$ cat src/rtl/param_step_counter.sv
// rtl/param_step_counter.sv - modulo-N up/down step counter with clear, load, wrap/saturate
// and terminal-count / wrap-pulse outputs for the multiplier step sequencer.
module param_step_counter #(
   parameter int WIDTH    = 2,
   parameter int MODULUS  = 4,
   parameter bit SATURATE = 1'b0
) (
   input  logic             clk,
   input  logic             aclr_n,
   input  logic             sclr,
   input  logic             load,
   input  logic [WIDTH-1:0] load_val,
   input  logic             en,
   input  logic             up_dn,
   output logic [WIDTH-1:0] count_out,
   output logic             at_max,
   output logic             at_zero,
   output logic             tc,
   output logic             wrap_pulse
);

   generate
      if (WIDTH < 1 || WIDTH > 16) begin : g_bad_width
         $error("param_step_counter: WIDTH must be in 1..16");
      end
      if (MODULUS < 2 || MODULUS > (1 << WIDTH)) begin : g_bad_modulus
         $error("param_step_counter: MODULUS must be in 2..2**WIDTH");
      end
   endgenerate

   localparam logic [WIDTH-1:0] MAX_C = WIDTH'(MODULUS - 1);

   logic [WIDTH-1:0] count_q, count_d;
   logic             wrap_q, wrap_d;

   assign count_out  = count_q;
   assign wrap_pulse = wrap_q;
   assign at_max     = (count_q == MAX_C);
   assign at_zero    = (count_q == '0);
   assign tc         = en & ((up_dn & at_max) | (~up_dn & at_zero));

   always_comb begin
      count_d = count_q;
      wrap_d  = tc;
      if (sclr) begin
         count_d = '0;
         wrap_d  = 1'b0;
      end else if (load) begin
         // Out-of-range loads clamp so the count can never leave 0..MODULUS-1.
         count_d = (load_val > MAX_C) ? MAX_C : load_val;
         wrap_d  = 1'b0;
      end else if (en) begin
         if (up_dn) begin
            if (at_max) count_d = SATURATE ? count_q : '0;
            else        count_d = count_q + 1'b1;
         end else begin
            if (at_zero) count_d = SATURATE ? count_q : MAX_C;
            else         count_d = count_q - 1'b1;
         end
      end
   end

   always_ff @(posedge clk or negedge aclr_n) begin
      if (!aclr_n) begin
         count_q <= '0;
         wrap_q  <= 1'b0;
      end else begin
         count_q <= count_d;
         wrap_q  <= wrap_d;
      end
   end

endmodule

$ cat config.mk
export PLATFORM = sky130hd
export DESIGN_NAME = param_step_counter
export DESIGN_NICKNAME = d
export VERILOG_FILES = /design/src/rtl/param_step_counter.sv
export SDC_FILE = /design/constraint.sdc
export NUM_CORES = 1
export LEC_CHECK = 0
export ABC_AREA = 0
export CORE_AREA = 3 3 40 42
export CTS_CLUSTER_DIAMETER = 80
export CTS_CLUSTER_SIZE = 30
export DETAILED_ROUTE_END_ITERATION = 8
export DIE_AREA = 0 0 43 45
export HOLD_SLACK_MARGIN = 0.03
export PLACE_DENSITY = 0.41
export SLEW_MARGIN = 20
export SYNTH_ARGS = -nofsm -noshare
export SYNTH_HDL_FRONTEND = slang
export SYNTH_SLANG_ARGS = --single-unit
$ cat constraint.sdc
create_clock -name clk -period 1.55 [get_ports clk]
set_clock_uncertainty 0.1 [all_clocks]
set_input_delay 0.31 -clock clk [delete_from_list [all_inputs] [get_ports clk]]
set_output_delay 0.31 -clock clk [all_outputs]
set_load 0.05 [all_outputs]
==> results of run 1 <==
worst paths after layout:
path                                               start                        to  slack (ns)
max in group asynchronous                         aclr_n  count_out[0]$_DFFE_PN0P_        1.03
worst max-delay path            count_out[0]$_DFFE_PN0P_                        tc       -0.12
worst min-delay path                              aclr_n  count_out[1]$_DFFE_PN0P_        0.16
worst max register to register  count_out[0]$_DFFE_PN0P_      wrap_pulse$_DFF_PN0_        0.12
min in group clk                                   up_dn  count_out[0]$_DFFE_PN0P_        0.56
worst min register to register  count_out[1]$_DFFE_PN0P_  count_out[1]$_DFFE_PN0P_        0.63
timing repair:
item | CTS | global route
gates resized for setup | 0 | 2
buffers inserted | 3 | 0
pin swaps | 2 | 0
endpoints found under the setup margin | 1 | 3
kinds of logic (layout without fill, tap and decap cells):
kind of cell | count (synthesis) | after routing
xor gates and xnor gates | 1 | 1
DFF | 3 | 3
buffers and inverters | 4 | 29
and+or+nand+nor | 5 | 5
adders and majority gates | 2 | 2
AOI/OAI and AO/OA | 7 | 7
sequential cells by signal, indices dropped and copies added, names as in the netlist:
signal / count
wrap_pulse: 1
count_out: 2
area by class of cell:
type / count / area (sq um)
clock buffer: 4 / 26.3
fill: 127 / 738
inverter: 4 / 15.0
multi-input combinational: 15 / 156
sequential: 3 / 77.6
tap: 15 / 18.8
timing repair buffer: 21 / 253
cell usage after synthesis:
cell	count
a21oi_1	4
inv_1	4
dfrtp_1	3
ha_1	2
a21boi_2	1
and3_1	1
nand2_1	1
nand2b_4	1
nor2_1	1
nor3b_1	1
o21a_1	1
o31a_1	1
xor2_1	1
power by group through the flow:
stage	combinational, W	clock [W]	sequential, W
finish	0.000182	0.000135	0.0000917
global route	0.000192	0.000146	0.0000927
CTS	0.000184	0.000145	0.0000920
detailed placement	0.000175	0	0.0000930
global placement	0.000174	0	0.0000928
floorplan	0.0000699	0	0.000109
metrics by stage:
step | total power (W) | setup slack [ns]
after floorplan | 0.000179 | -0.173
after global placement | 0.000266 | -0.125
after detailed placement | 0.000268 | -0.140
after CTS | 0.000421 | -0.144
after global routing | 0.000431 | -0.170
final | 0.000409 | -0.121
metal layers:
metal  routed length [um]  GRT usage, %  vias up
met5                    0             0        -
met4                    0          7.23        0
met3                   41          1.20        0
met2                  314          13.2       10
met1                  191          5.56      105
li1                     -             -      124
cells in the final DEF, fill, tap and decap left out:
| cell type | count |
|---|---|
| a21oi_1 | 4 |
| dfrtp_1 | 1 |
| nand2_2 | 1 |
| and3_1 | 1 |
| o31a_1 | 1 |
| nor3b_2 | 1 |
| clkbuf_1 | 1 |
| nand2b_4 | 1 |
| o21a_1 | 1 |
| dlymetal6s2s_1 | 1 |
| ha_4 | 2 |
| clkdlybuf4s50_1 | 6 |
| buf_12 | 6 |
| inv_2 | 2 |
| nor2_1 | 1 |
| inv_1 | 2 |
| xor2_1 | 1 |
| buf_4 | 8 |
| a21boi_4 | 1 |
| clkbuf_4 | 3 |
| dfrtp_2 | 2 |
==> run metrics, run 1 <==
status finished, violations left; failing checks setup timing; sequential share of power 22.4%; fin. max-slew vios 0; Sw Ratio 31.1%; P&R area growth vs syn 165%; Tmin final 1.67 ns; Synth cell types 13; post-synthesis mux area share 0%; WP depth 5; Clock Latency Late Sink 0.23 ns; initial antenna violation count 0; Setup CP Type reg2out; share of cells above drive strength 1 57.4%; Rel. slew slack 88.3%; CTS tree done; register area share after synthesis 36.4%; CP Capture Type primary output; post-synthesis cell area 206 sq um; post-synth top area share 36.4%; pin count of the biggest net entering global routing 6; critical path buffer and inverter count 2; Synth Instances 22; Max-Cap Viols 0; Die W 43 um; CTS max path bufs 2; P_int 0.000282 W; Final Util 42.6%; Clock transition at path regs 0.04 ns; type of the tightest min-delay check in2async; leading area contributor after synthesis dfrtp_1; final worst slack -0.121 ns; Max Fclk 599 MHz; initial DRC count 0; YS warnings 0; # port buffers 13; Reg2Reg Depth 7; Leak Pwr 0.253 nW; wirelength, routed 547 um; Synth Area in Simple Gates 17.0%; final instance area 547 sq um; vias per std cell 3.85; io pins 14; H-Tree Depth 1; Num CTS Buffers 3; GP Congestion 0.698; Syn Area/Cell 9.38 sq um; worst slew pin tran 0.176 ns; Hold-fix buffers, CTS 0; antenna viol nets, final 0; GRT Overall Usage 6.83%; syn_nets 32; first-pass GRT wire length 924 um; maximum vdd drop 0.329 mV; routed len/inst 8.82 um; final hold vios 0; placed insts 55; FF+latch count, synth 3; global route overflow 0; setup TNS -0.121 ns; CP arrival 1.26 ns; ranking of synthesized cells by area dfrtp_1 (36%), ha_1 (12%), a21oi_1 (9.7%); Pre-antenna DRT Iters 1; RSZ-0062 raised after global routing yes; Die Y 45 um; Pwr per Cell Area 749 nW/um^2; Post-Synth XOR/XNOR Area 4.24%; clk sinks 3; Worst path slowest cell dfrtp_2; dpl cell area 490 sq um; Clock Power Share 33.1%; std cell rows 13; CP max FO 3; worst hold slack 0.157 ns; initial core utilization 16.1%; Psw 0.000127 W; largest family of logic cells by synthesized area compound AO/OA/AOI/OAI gates; Post-Synth Adder-Cell Area 12.1%; ANT cells 0; vias in the first global route 256; Req. time, crit path 1.14 ns; Compound-Gate Fraction of Synth Area 23.0%; Gate power share 44.5%; crit share post-route 108%; Crit path max-delay family flip-flops; root buffer cell clkbuf_4; Remaining DRCs 0; core area 1280 sq um; peak per-stage delay on the critical path 0.43 ns; Startpoint Class flip-flop; NumNets Final 58; die area 1940 sq um; Final setup viols 1; worst path cell trace inv_2 -> ha_4 -> nand2b_4 -> a21boi_4 -> buf_12; vias 239; Layout Cells excl Fill 62; HPWL Detailed 473 um
Note: power is estimated with default switching activity, not from simulation.
==> run 2, diff against run 1 <==
clock period = 1.95 ns   (was 1.55 ns; I/O delays follow)
==> run metrics, run 2 (synthesized netlist as in run 1, its figures left out) <==
NumNets Final 50 (-14%); vias in the first global route 232 (-9.4%); Max Fclk 536 MHz; Tmin final 1.86 ns; initial antenna violation count 0 (unchanged); met1 GRT Util 8.19% (+2.6 points); antenna viol nets, final 0 (unchanged); share of cells above drive strength 1 41.0% (-16 points); GP Congestion 0.716 (+2.7%); Max-Cap Viols 0 (unchanged); Clock transition at path regs 0.04 ns (about the same); Clock Latency Late Sink 0.23 ns (about the same); Reg2Reg Depth 5 (-2); first-pass GRT wire length 972 um (+5.2%); Final setup viols 0 (-1); wirelength, routed 531 um (-2.9%); Final Util 33.2% (-9.3 points); clk sinks 3 (unchanged); core area 1280 sq um (unchanged); Worst path slowest cell clkdlybuf4s50_1; most common cell after layout, fill and taps aside clkdlybuf4s50_1; type of the tightest min-delay check in2async; ANT cells 0 (unchanged); CP max FO 3 (unchanged); Num CTS Buffers 3 (unchanged); routed len/inst 9.83 um (+11%); worst path cell trace clkdlybuf4s50_1 -> nand2_1 -> a21boi_4 -> buf_12; final worst slack 0.0853 ns (+0.206 ns); initial DRC count 0 (unchanged); WP depth 4 (-1); Rel. slew slack 89.2% (+0.93 points); Die W 43 um (unchanged); # Post-CTS Setup Buffers 0 (-3); status complete, no violations; maximum vdd drop 0.372 mV (+13%); fin. max-slew vios 0 (unchanged); CTS max path bufs 2 (unchanged); critical path buffer and inverter count 2 (unchanged); initial core utilization 16.1% (unchanged); Die Y 45 um (unchanged); HPWL Detailed 425 um (-10%); CP Capture Type primary output; Setup CP Type in2out; GR Layer Usage met2 9.58% (-3.6 points); crit share post-route 95.6%; worst slew pin tran 0.162 ns (-0.0140 ns); dpl ws 0.0622 ns (+0.202 ns); H-Tree Depth 1 (unchanged); Startpoint Class input pin; vias per std cell 3.69 (-4.4%); Remaining DRCs 0 (unchanged); global route overflow 0 (unchanged); CTS tree done; Req. time, crit path 1.46 ns (+0.32 ns); root buffer cell clkbuf_4; max FFs per register 2 (unchanged); io pins 14 (unchanged); peak per-stage delay on the critical path 0.52 ns (+0.09 ns); std cell rows 13 (unchanged); GR met3 Demand/Resource 4.78% (+3.6 points); CP arrival 1.37 ns (+0.11 ns); Pre-antenna DRT Iters 1 (unchanged); die area 1940 sq um (unchanged); Hold-fix buffers, CTS 0 (unchanged); Leak Pwr 0.190 nW (-25%); GRT Overall Usage 6.99% (+0.16 points); pin count of the biggest net entering global routing 6 (unchanged); Crit path max-delay family buffers and inverters; r2r setup slk 0.60 ns (+0.48 ns); setup TNS 0 ns (+0.121 ns); final hold vios 0 (unchanged); # port buffers 13 (unchanged); P&R area growth vs syn 107%; most frequent cells in the layout clkdlybuf4s50_1 (7), a21oi_1 (4), buf_4 (4); Top Usage Layer GRT met2; vias 199 (-17%); Pwr per Cell Area 682 nW/um^2 (-8.9%); RSZ-0062 raised after global routing no
run 2: cell count changes in the layout (fill, tap and decap cells not counted):
cell	previous run	this run
dlymetal6s2s_1	1	0
clkdlybuf4s50_1	6	7
inv_2	2	1
buf_12	6	2
nand2_1	0	1
inv_1	2	3
nor3b_1	0	1
nand2_2	1	0
buf_4	8	4
nor3b_2	1	0
run 2: final timing paths:
| kind | start | endpoint |
|---|---|---|
| setup / recovery | up_dn | tc |
| hold / removal | aclr_n | count_out[0]$_DFFE_PN0P_ |
| setup reg to reg | count_out[1]$_DFFE_PN0P_ | count_out[1]$_DFFE_PN0P_ |
| hold reg to reg | count_out[1]$_DFFE_PN0P_ | count_out[1]$_DFFE_PN0P_ |
| max in group asynchronous | aclr_n | count_out[1]$_DFFE_PN0P_ |
| min in group clk | count_out[1]$_DFFE_PN0P_ | count_out[1]$_DFFE_PN0P_ |
run 2: cell type report:
type / instances / area (sq um)
Sequential cell: 3 / 77.6
Inverter: 4 / 15.0
Clock buffer: 4 / 26.3
Tap cell: 15 / 18.8
Multi-Input combinational cell: 15 / 149
Fill cell: 143 / 858
Timing Repair Buffer: 13 / 140
run 2: where the power goes:
group	switching, W	leakage [nW]	total [W]	internal [W]
Sequential	0.00000528	0.0368	0.0000725	0.0000672
Combinational	0.0000591	0.138	0.000113	0.0000540
Clock	0.0000289	0.0150	0.000105	0.0000765
run 2: repair_timing:
action                                 4_1_cts  5_1_grt
endpoints found under the hold margin        0        0
resized for setup                            0        2
setup endpoints to repair                    0        1
run 2: stage by stage:
step,power [W],instance area [sq um],instances,hold slack [ns]
CTS,0.000292,417,54,0.238
detailed placement,0.000181,390,50,0.484
floorplan,0.000135,231,22,-0.00559
global placement,0.000181,390,50,0.477
finish,0.000291,427,54,0.245
global route,0.000317,427,54,0.237
run 2: per-layer routing:
layer / routed length [um] / share of wire, % / vias up
li1: - / - / 108
met1: 233 / 44 / 80
met2: 230 / 43 / 11
met3: 67 / 13 / 0
met4: 0 / 0 / 0
met5: 0 / 0 / -
